File: config.mk
export PLATFORM = sky130hd
export DESIGN_NAME = fft_sample_collector
export DESIGN_NICKNAME = d
export VERILOG_FILES = /design/src/rtl/fft_pkg.sv /design/src/rtl/fft_frame_bank.sv /design/src/rtl/fft_sample_collector.sv
export SDC_FILE = /design/constraint.sdc
export NUM_CORES = 1
export LEC_CHECK = 0
export CAP_MARGIN = 25
export CORE_ASPECT_RATIO = 0.8
export CORE_MARGIN = 3
export CORE_UTILIZATION = 45
export CTS_BUF_LIST = sky130_fd_sc_hd__clkbuf_2 sky130_fd_sc_hd__clkbuf_4 sky130_fd_sc_hd__clkbuf_8
export DETAILED_ROUTE_END_ITERATION = 10
export GPL_TIMING_DRIVEN = 0
export PLACE_DENSITY = 0.74
export SLEW_MARGIN = 20
export SYNTH_ARGS = -nofsm -noshare
export SYNTH_HDL_FRONTEND = slang
export SYNTH_SLANG_ARGS = --single-unit
File: constraint.sdc
create_clock -name i_clk -period 6 [get_ports i_clk]
set_input_delay 1.2 -clock i_clk [delete_from_list [all_inputs] [get_ports i_clk]]
set_output_delay 1.2 -clock i_clk [all_outputs]
set_load 0.02 [all_outputs]
File: src/rtl/fft_pkg.sv
`default_nettype none
// +--------------------------------------------------------------------+
// | fft_pkg : types shared by the FFT collector, core and serializer   |
// | rev 1.0                                                            |
// +--------------------------------------------------------------------+
package fft_pkg;

  localparam int FFT_NUM_POINTS = 8;
  localparam int FFT_SIZE_DATA  = 32;

  typedef logic [FFT_SIZE_DATA-1:0] sample_t;
  typedef sample_t [FFT_NUM_POINTS-1:0] frame_t;

  typedef enum logic [1:0] {
    EMPTY   = 2'd0,
    FILLING = 2'd1,
    FULL    = 2'd2,
    ACTIVE  = 2'd3
  } bank_state_e;

endpackage
`default_nettype wire

File: src/rtl/fft_frame_bank.sv
`default_nettype none
// +--------------------------------------------------------------------+
// | fft_frame_bank : one frame of sample storage plus its bank state   |
// | rev 1.0                                                            |
// +--------------------------------------------------------------------+
module fft_frame_bank
  import fft_pkg::*;
#(
  parameter int NUM_POINTS = FFT_NUM_POINTS,
  parameter int SIZE_DATA  = FFT_SIZE_DATA,
  parameter int IDX_W      = $clog2(NUM_POINTS)
) (
  input  logic                                 clk,
  input  logic                                 rst_n,
  input  logic                                 wr_en,
  input  logic [IDX_W-1:0]                     wr_idx,
  input  logic                                 wr_last,
  input  logic [SIZE_DATA-1:0]                 wr_data,
  input  logic                                 flush,
  input  logic                                 start,
  input  logic                                 done,
  output logic [NUM_POINTS-1:0][SIZE_DATA-1:0] frame,
  output bank_state_e                          state,
  output bank_state_e                          state_next
);

  // A bank completing and starting on the same edge skips FULL entirely.
  always_comb begin
    state_next = state;
    if (done && state == ACTIVE) begin
      state_next = EMPTY;
    end else if (flush && state == FILLING) begin
      state_next = EMPTY;
    end else if (wr_en) begin
      if (wr_last) begin
        state_next = start ? ACTIVE : FULL;
      end else begin
        state_next = FILLING;
      end
    end else if (start && state == FULL) begin
      state_next = ACTIVE;
    end
  end

  always_ff @(posedge clk or negedge rst_n) begin
    if (!rst_n) begin
      state <= EMPTY;
      frame <= '0;
    end else begin
      state <= state_next;
      if (wr_en) begin
        frame[wr_idx] <= wr_data;
      end
    end
  end

endmodule
`default_nettype wire

File: src/rtl/fft_sample_collector.sv
`default_nettype none
// +--------------------------------------------------------------------+
// | fft_sample_collector : ping-pong frame assembler feeding FFT core  |
// | rev 1.0                                                            |
// +--------------------------------------------------------------------+
module fft_sample_collector
  import fft_pkg::*;
#(
  parameter int NUM_POINTS = FFT_NUM_POINTS,
  parameter int SIZE_DATA  = FFT_SIZE_DATA,
  parameter int CNT_W      = 16
) (
  input  logic                                 i_clk,
  input  logic                                 i_rst_n,
  input  logic                                 i_valid,
  input  logic [SIZE_DATA-1:0]                 i_sample,
  output logic                                 o_ready,
  input  logic                                 i_flush,
  input  logic                                 i_fft_done,
  output logic                                 o_start,
  output logic [NUM_POINTS-1:0][SIZE_DATA-1:0] o_data,
  output logic                                 o_busy,
  output logic [CNT_W-1:0]                     o_frame_cnt
);

  localparam int              IDX_W    = $clog2(NUM_POINTS);
  localparam logic [IDX_W-1:0] LAST_IDX = IDX_W'(NUM_POINTS - 1);

  logic                                 fill_ptr;
  logic [IDX_W-1:0]                     wr_idx;
  bank_state_e                          bank_st  [2];
  bank_state_e                          bank_nxt [2];
  logic [NUM_POINTS-1:0][SIZE_DATA-1:0] bank_frame [2];

  logic                                 accept;
  logic                                 last;
  logic                                 completes;
  logic                                 any_active;
  logic                                 done_eff;
  logic [1:0]                           pend_full;
  logic                                 start_now;
  logic                                 start_sel;
  logic                                 fill_ptr_next;
  logic [NUM_POINTS-1:0][SIZE_DATA-1:0] start_frame;
  logic                                 ready_next;
  logic                                 busy_next;

  always_comb begin
    accept        = i_valid & o_ready & ~i_flush;
    last          = (wr_idx == LAST_IDX);
    completes     = accept & last;
    any_active    = (bank_st[0] == ACTIVE) | (bank_st[1] == ACTIVE);
    // The core cannot finish a frame during the cycle it is being started.
    done_eff      = i_fft_done & ~o_start & any_active;
    pend_full[0]  = (bank_st[0] == FULL) | (completes & ~fill_ptr);
    pend_full[1]  = (bank_st[1] == FULL) | (completes &  fill_ptr);
    start_now     = (~any_active | done_eff) & (|pend_full);
    if (bank_st[0] == FULL) begin
      start_sel = 1'b0;
    end else if (bank_st[1] == FULL) begin
      start_sel = 1'b1;
    end else begin
      start_sel = fill_ptr;
    end
    fill_ptr_next = fill_ptr ^ completes;
    // A bank started on its completing edge still lacks the sample being written.
    start_frame   = bank_frame[start_sel];
    if (accept && (start_sel == fill_ptr)) begin
      start_frame[wr_idx] = i_sample;
    end
  end

  always_comb begin
    ready_next = (bank_nxt[fill_ptr_next] == EMPTY) | (bank_nxt[fill_ptr_next] == FILLING);
    busy_next  = (bank_nxt[0] == ACTIVE) | (bank_nxt[1] == ACTIVE);
  end

  for (genvar b = 0; b < 2; b++) begin : g_bank
    localparam logic SEL = 1'(b);
    fft_frame_bank #(
      .NUM_POINTS (NUM_POINTS),
      .SIZE_DATA  (SIZE_DATA),
      .IDX_W      (IDX_W)
    ) u_bank (
      .clk        (i_clk),
      .rst_n      (i_rst_n),
      .wr_en      (accept & (fill_ptr == SEL)),
      .wr_idx     (wr_idx),
      .wr_last    (last),
      .wr_data    (i_sample),
      .flush      (i_flush & (fill_ptr == SEL)),
      .start      (start_now & (start_sel == SEL)),
      .done       (done_eff),
      .frame      (bank_frame[b]),
      .state      (bank_st[b]),
      .state_next (bank_nxt[b])
    );
  end

  always_ff @(posedge i_clk or negedge i_rst_n) begin
    if (!i_rst_n) begin
      fill_ptr    <= 1'b0;
      wr_idx      <= '0;
      o_ready     <= 1'b0;
      o_start     <= 1'b0;
      o_busy      <= 1'b0;
      o_data      <= '0;
      o_frame_cnt <= '0;
    end else begin
      fill_ptr <= fill_ptr_next;
      if (i_flush) begin
        wr_idx <= '0;
      end else if (accept) begin
        wr_idx <= last ? '0 : wr_idx + 1'b1;
      end
      o_ready <= ready_next;
      o_start <= start_now;
      o_busy  <= busy_next;
      if (start_now) begin
        o_data      <= start_frame;
        o_frame_cnt <= o_frame_cnt + 1'b1;
      end
    end
  end

endmodule
`default_nettype wire

==> results.yml, run 1 <==
power_and_ir_drop:
  internal_power_uw: 8790
  power_frac_clock_pct: 42.1
  p_leak_uw: 0.0211
  switching_share_pct: 25.5
  powerDensity_nw_per_um2: 263
  p_seq_share_pct: 48.7
  p_switching_uw: 3010
  combPwrFrac_pct: 9.2
  vdd_ir_drop_max_mv: 0.153
clock_network:
  tritoncts: "built"
  clk_latency_ns: 0.78
  cts_max_level: 4
  cts_max_path_buffers: 3
  cts_hold_buf: 0
  cts_sinks: 795
  clk_transition_reported_paths_ns: 0.05
  cts_buffers: 133
  cts_resized: 0
  post-cts-setup-buffers: 0
  cts_root_buf: "clkbuf_8"
sta:
  fin_crit_sh_pct: 73.4
  fin_setup_tns_ns: 0
  setup-violations-final: 0
  fmax_ghz: 0.227
  tightest_slew_ns: 1.11
  finalMaxSlewViolations: 0
  slew_headroom_pct: 26.2
  finClkSkew_ns: 0.0289
  fin_ws_ns: 1.59
  rsz0062_at_grt: "no"
  min_period_ns: 4.41
  hold_viol: 0
worst_setup_path:
  start_kind: "input port"
  cpLargestDelayFamily: "buffers and inverters"
  slowest_stage: "buf_1"
  arrival_ns: 5.10
  crit_chain: "clkdlybuf4s50_1, and3b_1, buf_2, and2_1, ha_1, or2_2, o32ai_4, buf_2, buf_1, nand2_1, o21ai_1"
  reg2regPathDepth: 11
  cp.depth: 11
  worstPathRequired_ns: 6.69
  crit_buf_inv: 4
  slowest_delay_ns: 0.85
  crit_type: "in2reg"
  reg2reg_from: "fill_ptr"
  critPathMaxFanout: 10
  endpoint_kind: "flop"
  crit_path_frequent_cell: "buf_2"
  rrSetupSlack_ns: 1.82
  worstReg2RegEnd: "o_data[100]"
routing:
  first_iter_violations: 3403
  wire_per_inst_um: 28.4
  finalWirelength_um: 135000
  routed-via-count: 29600
  first_pass_iters: 6
  routed_via_density: 6.25
  ant_nets: 0
  route.detailed.drc: 0
finish:
  synthToLayoutAreaGrowth_pct: 19.5
  drive_gt1_share_pct: 29.7
  final_cell_mix: "dfrtp_1, mux2_2, clkdlybuf4s50_1"
  final_common_cell: "dfrtp_1"
  finalCoreUtilization_pct: 54.5
  finalNetCount: 3583
global_routing:
  overflow: 0
  grt_max_degree: 136
  first_global_vias: 29100
  grt_first_pass_wirelength_um: 197000
  antenna_found_initial: 6
  grt_use_total_pct: 30.4
worst_hold_path:
  hold_path_class: "in2async"
die:
  start_util_pct: 45.6
  row_count: 94
  dieWidth_um: 329
  coreArea_um2: 82400
  io_pins: 312
  die_y_um: 264
  dieArea_um2: 87000
synthesis:
  syn_area_per_cell_um2: 12.2
  syn_inst: 3087
  syn_area_um2: 37600
  synth_seq_area_share_pct: 52.9
  yosysWarnings: 0
  ys_types: 53
  ys_seq_elements: 795
  synth_area_leader_cell: "dfrtp_1"
  syn_nets: 3129
  synth_top_area_share_pct: 52.9
  ys_top_cells_by_area: "dfrtp_1, mux2_2, a211oi_2"
placed_design:
  globalplace.congestion: 0.959
  dp_slack_ns: 0.964
  port_buffers: 311
  place_hpwl_um: 96400
outcome:
  status: "finished, final reports clean"
job:
  maxCapViolations: 0
-- state kept, by name (all words and copies together) (netlist names) --
name / count
g_bank.u_bank.state: 4
o_start: 1
o_data: 256
o_busy: 1
fill_ptr: 1
wr_idx: 3
o_ready: 1
o_frame_cnt: 16
g_bank.u_bank.frame: 512
-- worst max path at each step --
stage,slack (ns),endpoint,start
finish,1.59,o_data[100],i_flush
global placement,-32.79,g_bank[0].u_bank.frame[186],i_rst_n
floorplan,2.68,o_busy,i_flush
global route,1.67,o_data[100],i_flush
CTS,1.79,o_data[98],i_flush
detailed placement,0.96,o_data[98],i_flush
-- routing by layer --
layer  track usage [%]  part of all wire, %  vias up
li1                  -                    -    12300
met1              43.0                   42    15300
met2              44.1                   43     1707
met3              9.05                   11      315
met4              11.6                  3.8        4
met5                 0                0.017        -
-- worst register-to-register path: cells and delay by family (launching register included) --
kind | cells | cell delay [ns]
simple gates | 2 | 0.49
buf+inv | 6 | 2.32
fa+ha+maj | 1 | 0.30
flops | 1 | 0.35
compound gates | 2 | 0.62
-- power groups by stage --
| stage | Sequential [uW] | Clock, uW | Combinational (uW) |
|---|---|---|---|
| 6_report | 5740 | 4960 | 1090 |
| 4_1_cts | 5740 | 4980 | 1090 |
| 3_3_place_gp | 5850 | 0 | 1050 |
| 5_1_grt | 5760 | 5210 | 1170 |
| 3_5_place_dp | 5830 | 0 | 1080 |
| 2_1_floorplan | 5790 | 0 | 692 |
-- cell type report --
| class | instances | area (um^2) |
|---|---|---|
| antenna | 4 | 10.0 |
| buffer | 348 | 1610 |
| clock buffer | 202 | 2500 |
| clock inverter | 16 | 135 |
| fill | 7040 | 37500 |
| inverter | 4 | 15.0 |
| multi-input combinational | 1940 | 16100 |
| sequential | 795 | 19900 |
| tap | 1104 | 1380 |
| timing repair buffer | 319 | 3300 |
-- logic make-up after synthesis --
family	Yosys count	synth area share, %
and+or+nand+nor	407	4.86
AOI/OAI and AO/OA	1000	22.0
DFF	795	52.9
xor gates and xnor gates	15	0.350
muxes	513	15.4
buffers and inverters	352	4.33
adders and majority gates	5	0.166
-- cells in the mapped netlist, drive strengths merged --
master,n
a2111oi,8
a211o,29
a211oi,228
a21boi,2
a21o,1
a21oi,5
a22oi,1
a32o,2
and2,1
and3,2
and3b,6
and4,3
buf,153
clkbuf,195
dfrtp,795
ha,5
inv,4
mux2,512
mux2i,1
nand2,275
nand2b,2
nand3,66
nand3b,8
nand4,4
nand4b,1
nor2,11
nor2b,4
nor3,5
nor3b,7
nor4,5
o2111ai,36
o211a,228
o21ai,459
o32ai,1
or2,1
or2b,1
or3,1
or3b,4
xnor2,7
xor2,8
-- per-stage QoR --
| stage | std cells | hold slack, ns | instance area [um^2] | power, uW |
|---|---|---|---|---|
| after CTS | 4728 | 0.382 | 44900 | 11800 |
| after floorplan | 3087 | 0.465 | 37600 | 6480 |
| final | 4732 | 0.371 | 44900 | 11800 |
| after global routing | 4730 | 0.415 | 44900 | 12100 |
| after detailed placement | 4510 | 0.461 | 42300 | 6910 |
| after global placement | 4502 | 0.457 | 42100 | 6890 |
Power figures use the tool's default switching activity.
==> run 2: changes to the inputs <==
Settings changed: PLACE_DENSITY 0.74 to 0.77.
Clock period 6 ns to 3.9 ns, I/O delays scaled along.
==> run 2 against run 1 <==
- sequential share of layout area is 0.15 points lower
- register-to-register slack got worse by 1.7 ns
- sequential power is 54% higher
- critical endpoint is now o_data[70]
- first-iteration DRC count rose by 14%
- cell area is 0.35% higher
- global-route usage shrank 0.092 points
- highest routed layer unchanged
- utilization increased by 0.19 points
- final cell count increased by 0.30%
- combinational power grew 53%
==> results.yml, run 2 (synthesized netlist as in run 1, its figures left out) <==
global_routing:
  grt_max_degree: 137
  antenna_found_initial: 7
  overflow: 0
  grt_use_total_pct: 30.3
  grt_first_pass_wirelength_um: 196000
  first_global_vias: 29300
sta:
  fmax_ghz: 0.265
  fin_setup_tns_ns: 0
  fin_crit_sh_pct: 96.8
  tightest_slew_ns: 1.10
  rsz0062_at_grt: "no"
  finClkSkew_ns: 0.0334
  finalMaxSlewViolations: 0
  slew_headroom_pct: 26.4
  hold_viol: 0
  min_period_ns: 3.78
  setup-violations-final: 0
routing:
  routed_via_density: 6.30
  first_iter_violations: 3868
  first_pass_iters: 6
  wire_per_inst_um: 28.3
  route.detailed.drc: 0
  routed-via-count: 29900
  finalWirelength_um: 134000
  ant_nets: 0
finish:
  final_common_cell: "dfrtp_1"
  top_regs: "g_bank.u_bank.frame: 512 flops, o_data: 256 flops, o_frame_cnt: 16 flops"
  multi_input_area_um2: 16100
  finalNetCount: 3584
  seq_area_um2: 19900
  synthToLayoutAreaGrowth_pct: 19.9
  fillCellCount: 6917
  finalCoreUtilization_pct: 54.7
  regMostFlops: "g_bank.u_bank.frame"
  drive_gt1_share_pct: 30.4
  largest_reg_flops: 512
  final_area_um2: 45100
  final_cell_mix: "dfrtp_1, mux2_2, clkdlybuf4s50_1"
worst_setup_path:
  endpoint_kind: "flop"
  reg2reg_from: "fill_ptr"
  cp-endpoint: "o_data[70]"
  startpoint: "fill_ptr"
  critPathMaxFanout: 10
  crit_type: "reg2reg"
  worstReg2RegEnd: "o_data[70]"
  start_kind: "flop"
  reg2regPathDepth: 13
  rrSetupSlack_ns: 0.12
  worstPathRequired_ns: 4.64
  arrival_ns: 4.51
die:
  dieWidth_um: 329
  die_y_um: 264
  start_util_pct: 45.6
  dieArea_um2: 87000
  io_pins: 312
  row_count: 94
  coreArea_um2: 82400
placed_design:
  globalplace.congestion: 0.951
  place_hpwl_um: 96300
  port_buffers: 311
  place_area_um2: 42200
clock_network:
  cts_buffers: 132
  cts_sinks: 795
  tritoncts: "built"
  cts_max_path_buffers: 3
  cts_max_level: 4
  cts_root_buf: "clkbuf_8"
  clk_latency_ns: 0.83
  clk_transition_reported_paths_ns: 0.07
worst_hold_path:
  hold_path_class: "reg2reg"
power_and_ir_drop:
  p_leak_uw: 0.0212
  vdd_ir_drop_max_mv: 0.262
  powerDensity_nw_per_um2: 406
  fin_total_pwr_uw: 18300
outcome:
  status: "finished, final reports clean"
job:
  maxCapViolations: 0
run 2: cell types whose count changed in the layout (fill, tap and decap cells not counted), moves of 2 or more:
cell,delta
clkbuf_1,-10
clkbuf_2,+10
buf_1,-7
clkbuf_8,+6
buf_2,+5
clkbuf_4,+5
clkinv_2,+2
run 2: layout make-up:
class | instances | share of cell area [%]
flip-flops and latches | 795 | 44.1
multi-input cells | 1940 | 35.6
repair buffers | 321 | 7.40
clock buffers | 213 | 5.81
plain buffers | 348 | 3.64
well taps | 1104 | 3.07
clock inverters | 16 | 0.244
inverters | 4 | 0.0333
diodes | 5 | 0.0278
run 2: routing by layer:
layer  track usage, %  wire (um)
met4             14.2       6280
met3             10.6      16400
met5                0         13
met1             41.7      54400
met2             43.1      57200
run 2: worst min path at each step:
stage | from | end | slack [ns] | cells past startpoint
after detailed placement | o_frame_cnt[15] | o_frame_cnt[15] | 0.46 | 1
final | o_frame_cnt[15] | o_frame_cnt[15] | 0.47 | 1
after global routing | o_frame_cnt[15] | o_frame_cnt[15] | 0.50 | 1
after floorplan | g_bank[0].u_bank.frame[1] | g_bank[0].u_bank.frame[1] | 0.47 | 1
after CTS | o_frame_cnt[15] | o_frame_cnt[15] | 0.48 | 1
after global placement | o_frame_cnt[15] | o_frame_cnt[15] | 0.46 | 1
run 2: what timing repair did:
action | 4_1_cts | 5_1_grt
hold endpoints to repair | 89 | 0
hold buffers | 1 | 0
endpoints found under the setup margin | 103 | 205
buffers inserted | 0 | 2
resized for setup | 18 | 4
pin swaps | 0 | 1
run 2: per-stage QoR:
stage / setup slack (ns) / hold slack (ns) / std cells
finish: 0.124 / 0.472 / 4746
global route: 0.0714 / 0.495 / 4743
CTS: 0.000267 / 0.475 / 4738
detailed placement: -0.779 / 0.464 / 4508
global placement: -34.06 / 0.459 / 4502
floorplan: 1.00 / 0.465 / 3087
run 2: critical path, stage by stage (launching register included):
cell	delay, ns
dfrtp_1	0.39
clkbuf_1	0.20
buf_2	0.26
inv_1	0.13
clkbuf_1	0.57
ha_1	0.25
or2_2	0.13
o32ai_4	0.08
buf_12	0.16
inv_2	0.14
buf_2	0.34
buf_1	0.59
o2111ai_1	0.28
nand3_1	0.15
run 2: power breakdown:
group	total (uW)	internal (uW)	switching [uW]
clock	7780	4240	3540
sequential	8830	8620	215
combinational	1670	778	890
total	18300	13600	4640
